File: config.mk
export PLATFORM = sky130hd
export DESIGN_NAME = curr_setpt_seq
export DESIGN_NICKNAME = d
export VERILOG_FILES = /design/src/rtl/curr_setpt_seq.sv
export SDC_FILE = /design/constraint.sdc
export NUM_CORES = 1
export LEC_CHECK = 0
export ABC_AREA = 1
export BUFFER_PORTS_ARGS = -buffer_cell sky130_fd_sc_hd__buf_2
export CORE_UTILIZATION = 55
export DETAILED_ROUTE_END_ITERATION = 12
export PLACE_DENSITY = 0.88
export SLEW_MARGIN = 40
export SYNTH_ARGS = -nofsm -noshare
export SYNTH_HDL_FRONTEND = slang
export SYNTH_SLANG_ARGS = --single-unit
File: constraint.sdc
create_clock -name clk -period 2.6 [get_ports clk]
set_input_delay 0.13 -clock clk [delete_from_list [all_inputs] [get_ports clk]]
set_output_delay 0.13 -clock clk [all_outputs]
set_load 0.02 [all_outputs]
File: src/rtl/curr_setpt_seq.sv
// Current setpoint sequencer.
// Ramps target_curr toward the commanded goal at a fixed slew so the PID loop
// never sees a step. It also watches avg_curr for sustained overcurrent, which
// latches a fault and forces the setpoint to zero.
//
// Ports:
//   clk, rst_n   clock and asynchronous active-low reset
//   en           1 = ramp toward the latched goal, 0 = ramp toward 0
//   cmd_vld      1-clk strobe that latches cmd_curr as the new goal
//   cmd_curr     commanded current, unsigned 12 bit
//   clr_fault    1-clk strobe that requests exit from FAULT
//   avg_curr     measured average plant current, unsigned 12 bit
//   target_curr  registered setpoint to the PID loop
//   busy         1 while ramping
//   settled      1 in HOLD when |avg_curr - target_curr| is within SETTLE_TOL
//   fault        1 while the overcurrent fault is latched
module curr_setpt_seq #(
    parameter logic [11:0] STEP       = 12'h004,
    parameter int unsigned TICK_DIV   = 16,
    parameter logic [11:0] OC_LIMIT   = 12'hE00,
    parameter int unsigned OC_CYCLES  = 64,
    parameter logic [11:0] SETTLE_TOL = 12'h020
) (
    input  logic        clk,
    input  logic        rst_n,
    input  logic        en,
    input  logic        cmd_vld,
    input  logic [11:0] cmd_curr,
    input  logic        clr_fault,
    input  logic [11:0] avg_curr,
    output logic [11:0] target_curr,
    output logic        busy,
    output logic        settled,
    output logic        fault
);

    localparam int unsigned CW = 12;
    localparam int unsigned TW = $clog2(TICK_DIV);
    localparam int unsigned OW = $clog2(OC_CYCLES + 1);

    typedef enum logic [1:0] {
        S_IDLE  = 2'd0,
        S_RAMP  = 2'd1,
        S_HOLD  = 2'd2,
        S_FAULT = 2'd3
    } state_t;

    state_t        state_q, state_d;
    logic [CW-1:0] goal_q, goal_d;
    logic [CW-1:0] target_q, target_d;
    logic [TW-1:0] tick_q, tick_d;
    logic [OW-1:0] oc_q, oc_d;
    logic          busy_q, busy_d;
    logic          settled_q, settled_d;
    logic          fault_q, fault_d;

    logic [CW-1:0] eff_goal;
    logic          tick;
    logic          oc_over;
    logic          oc_trip;
    logic [CW:0]   up_sum;
    logic [CW:0]   dn_dif;
    logic [CW-1:0] step_up;
    logic [CW-1:0] step_dn;
    logic [CW:0]   err;
    logic [CW:0]   err_abs;

    // Ramp arithmetic in 13 bits so a step can neither wrap past 12'hFFF nor below 0.
    always_comb begin
        eff_goal = en ? goal_q : '0;
        tick     = (state_q == S_RAMP) && (tick_q == TW'(TICK_DIV - 1));
        oc_over  = (avg_curr > OC_LIMIT);
        oc_trip  = (state_q != S_FAULT) && (oc_q == OW'(OC_CYCLES));
        up_sum   = {1'b0, target_q} + {1'b0, STEP};
        dn_dif   = {1'b0, target_q} - {1'b0, STEP};
        step_up  = (up_sum > {1'b0, eff_goal}) ? eff_goal : up_sum[CW-1:0];
        // A borrow in bit 12 means the subtraction went below zero.
        step_dn  = (dn_dif[CW] || (dn_dif < {1'b0, eff_goal})) ? eff_goal : dn_dif[CW-1:0];
        err      = {1'b0, avg_curr} - {1'b0, target_q};
        err_abs  = err[CW] ? ((CW+1)'(0) - err) : err;
    end

    // Next-state and next-output logic.
    always_comb begin
        state_d  = state_q;
        goal_d   = goal_q;
        target_d = target_q;
        tick_d   = tick_q;
        oc_d     = oc_q;

        case (state_q)
            S_IDLE: begin
                target_d = '0;
                tick_d   = '0;
                if (cmd_vld) begin
                    goal_d = cmd_curr;
                end
                if (eff_goal != '0) begin
                    state_d = S_RAMP;
                end
            end
            S_RAMP: begin
                if (cmd_vld) begin
                    goal_d = cmd_curr;
                end
                tick_d = tick ? '0 : tick_q + TW'(1);
                if (target_q == eff_goal) begin
                    state_d = (eff_goal != '0) ? S_HOLD : S_IDLE;
                    tick_d  = '0;
                end else if (tick) begin
                    target_d = (target_q < eff_goal) ? step_up : step_dn;
                end
            end
            S_HOLD: begin
                tick_d = '0;
                if (cmd_vld) begin
                    goal_d = cmd_curr;
                end
                if (eff_goal != target_q) begin
                    state_d = S_RAMP;
                end
            end
            S_FAULT: begin
                goal_d   = '0;
                target_d = '0;
                tick_d   = '0;
                if (clr_fault && !oc_over) begin
                    state_d = S_IDLE;
                end
            end
            default: begin
                state_d = S_IDLE;
            end
        endcase

        // Overcurrent counter saturates at the trip count; held clear in FAULT.
        if (state_q == S_FAULT) begin
            oc_d = '0;
        end else if (oc_over) begin
            oc_d = (oc_q == OW'(OC_CYCLES)) ? oc_q : oc_q + OW'(1);
        end else begin
            oc_d = '0;
        end

        // Fault entry overrides any goal latch or ramp step on the same clock.
        if (oc_trip) begin
            state_d  = S_FAULT;
            goal_d   = '0;
            target_d = '0;
            tick_d   = '0;
        end

        busy_d    = (state_d == S_RAMP);
        fault_d   = (state_d == S_FAULT);
        settled_d = (state_q == S_HOLD) && (err_abs <= {1'b0, SETTLE_TOL});
    end

    // State and output registers.
    always_ff @(posedge clk or negedge rst_n) begin
        if (!rst_n) begin
            state_q   <= S_IDLE;
            goal_q    <= '0;
            target_q  <= '0;
            tick_q    <= '0;
            oc_q      <= '0;
            busy_q    <= 1'b0;
            settled_q <= 1'b0;
            fault_q   <= 1'b0;
        end else begin
            state_q   <= state_d;
            goal_q    <= goal_d;
            target_q  <= target_d;
            tick_q    <= tick_d;
            oc_q      <= oc_d;
            busy_q    <= busy_d;
            settled_q <= settled_d;
            fault_q   <= fault_d;
        end
    end

    assign target_curr = target_q;
    assign busy        = busy_q;
    assign settled     = settled_q;
    assign fault       = fault_q;

endmodule

==> impl_metrics.json <==
{
  "yosysWarnings": 0,
  "p_leak_nw": 2.950,
  "syn_nets": 745,
  "nFillCells": 621,
  "synth_area_leaders": "dfrtp_1 23%, nand2_1 17%, ha_1 15%",
  "root_buffer": "clkbuf_8",
  "die_h_microns": 91.80,
  "core_sq_mm": 0.007767,
  "synth.cell_area_sq_mm": 0.004436,
  "critical_path.most_common_cell": "nand2_1",
  "cts.clk_slew.worst_paths_ns": 0.09,
  "final_common_cell": "nand2_1",
  "clock_path_buffers": 2,
  "yosys.cell_types.count": 41,
  "ys_ff_latch": 40,
  "clock_latency_ns": 0.30,
  "slew_headroom_pct": 48.31,
  "cp-end-kind": "register",
  "drt_iter0_drc": 436,
  "grt_setup_unrepaired": "yes",
  "hold_viol": 0,
  "dieArea_sq_mm": 0.008427,
  "route.detailed.drc": 0,
  "cts.htree.levels": 2,
  "violations": "setup timing",
  "grt_overflow": 0,
  "synth_top_area_share_pct": 22.57,
  "drt.antenna.violating_nets": 0,
  "setup-violations-final": 12,
  "dp_hpwl_microns": 10220,
  "route.vias.total": 5054,
  "final_layout_size_suffix_gt1_share_pct": 25.49,
  "grt_max_degree": 41,
  "p_per_area_mw_per_mm2": 382.2,
  "critPathLaunchType": "register",
  "finClkSkew_ns": 0.01130,
  "final_area_sq_mm": 0.005622,
  "synth_edf_count": 0,
  "path_cells": "nor2_4, nand4_1, nor3_2, nand2_1, nor3_2, a21oi_2, ha_1, inv_2, nor2_4, nand4_1, a21boi_2, buf_4, nand2_1, nand3_1, nand3_1, nand2_1",
  "cp_max_fo": 6,
  "slowest_stage": "dfrtp_2",
  "post_drt_wl_per_cell_microns": 16.23,
  "crit_arrival_ns": 3.08,
  "ys.flop_type": "dfrtp_1",
  "place_area_sq_mm": 0.005064,
  "grt_antenna_before_repair": 0,
  "outcome": "complete, but fails checks",
  "syn_area_per_cell_sq_um": 6.700,
  "grt_util_all_layers_pct": 33.67,
  "worst_pin_slew_ns": 0.7712,
  "crit_required_ns": 2.84,
  "start_util_pct": 57.10,
  "grt_pass1_vias": 4829,
  "drtPass1Iterations": 6,
  "syn_inst": 662,
  "detail_route.wirelength_microns": 14070,
  "synth_seq_area_share_pct": 22.57,
  "row_count": 32,
  "cts_sinks": 40,
  "worst_slack_ns": -0.2463,
  "finalSetupTns_ns": -1.969,
  "diodes": 0,
  "layout_common_cells": "188 x nand2_1, 71 x inv_1, 66 x nand3_1, 55 x buf_4, 51 x nor2_1",
  "irDropWorstVdd_uv": 336.5,
  "timing.final.crit_period_ns": 2.846,
  "fmax_mhz": 351.3,
  "yosysTopAreaCell": "dfrtp_1",
  "synthArstFlopShare_pct": 100.0,
  "routabilityCongestion": 0.9819,
  "cts_buffers": 5,
  "cts_tree": "yes",
  "die_w_microns": 91.80,
  "period_share_pct": 109.5,
  "hp-class": "input pin to register",
  "grt_pass1_wl_microns": 22320,
  "io_pins": 44,
  "criticalPathCategory": "register to register",
  "slew_viol_final": 0,
  "drv_cap": 0,
  "final_nets": 847,
  "max_stage_delay_ns": 0.49,
  "areaGrowthSynthToFinish_pct": 26.74,
  "portBuffers": 43,
  "routed_via_density": 5.829
}
worst max-delay path: cells and delay by family (launching register included):
family,cells,cell delay (ns)
buffers and inverters,2,0.20
AND/OR/NAND/NOR,11,1.54
adder cells (fa/ha/maj),1,0.29
flip-flops,1,0.49
AO/OA/AOI/OAI,2,0.27
through the flow:
| stage | cells | worst slack (ns) | util (%) | hold slack [ns] | power, W |
|---|---|---|---|---|---|
| floorplan | 662 | 0.0001812 | - | -0.1656 | 0.001298 |
| global placement | 841 | -0.1165 | 65.09 | 0.3115 | 0.001526 |
| detailed placement | 841 | -0.1949 | 65.19 | 0.1438 | 0.001567 |
| CTS | 862 | -0.007341 | 69.44 | 0.06411 | 0.002107 |
| global route | 867 | -0.3659 | 72.37 | 0.07523 | 0.002280 |
| finish | 867 | -0.2463 | 72.37 | 0.06848 | 0.002148 |
path summary, 6_finish.rpt:
kind / slack (ns) / depth (start not counted) / start / endpoint
worst min register to register: 0.50 / 1 / tick_q[0] / tick_q[0]
worst max register to register: -0.25 / 16 / target_curr[3] / target_curr[8]
worst min-delay path: 0.07 / 3 / cmd_curr[5] / goal_q[5]
min in group asynchronous: 0.35 / 2 / rst_n / target_curr[11]
worst max-delay path: -0.25 / 16 / target_curr[3] / target_curr[8]
max in group asynchronous: 1.84 / 2 / rst_n / target_curr[4]
synth_stat cells (6+ instances only):
cell type and n:
a21oi_1 41, dfrtp_1 40, ha_1 53, inv_1 75, inv_2 6, nand2_1 197
nand2_2 8, nand3_1 73, nand3b_1 6, nand4_1 13, nor2_1 55, nor3_1 12
o21ai_0 13, xor2_1 17
area by class of cell:
class	count	area [sq um]	area share (%)
multi-input combinational	533	3391	60.32
sequential	40	1005	17.87
timing repair buffer	101	675.6	12.02
inverter	83	311.5	5.542
tap	102	127.6	2.270
clock buffer	5	68.82	1.224
clock inverter	3	42.54	0.7567
report_power, final:
| part | internal (W) | total, W | switching [W] |
|---|---|---|---|
| clock network | 0.000284 | 0.000517 | 0.000233 |
| logic | 0.000319 | 0.000895 | 0.000576 |
| registers | 0.000685 | 0.000736 | 0.0000508 |
| total | 0.00129 | 0.00215 | 0.000860 |
registers in the layout, summed over array words and instances (netlist names):
register	cells
tick_q	4
busy	1
state_q	2
settled	1
target_curr	12
goal_q	12
oc_q	7
fault	1
metal layers:
metal / vias up / share of wire (%) / track usage, %
li1: 2375 / - / -
met1: 2320 / 38 / 41.15
met2: 291 / 48 / 57.89
met3: 68 / 9.6 / 6.468
met4: 0 / 4.2 / 14.19
met5: - / 0 / 0
repair_timing:
action | CTS | global route
pin swaps | 12 | 16
setup buffers | 10 | 4
resized for setup | 21 | 37
hold buffers | 1 | 0
endpoints found under the setup margin | 12 | 13
gates cloned | 2 | 1
hold endpoints to repair | 40 | 0
cell families after synthesis:
group	after synthesis	share of synthesized area, %
fa+ha+maj	54	15.40
compound gates	69	8.858
flops	40	22.57
simple gates	388	41.19
xor+xnor	19	3.752
buf+inv	92	8.237
Power figures use the tool's default switching activity.
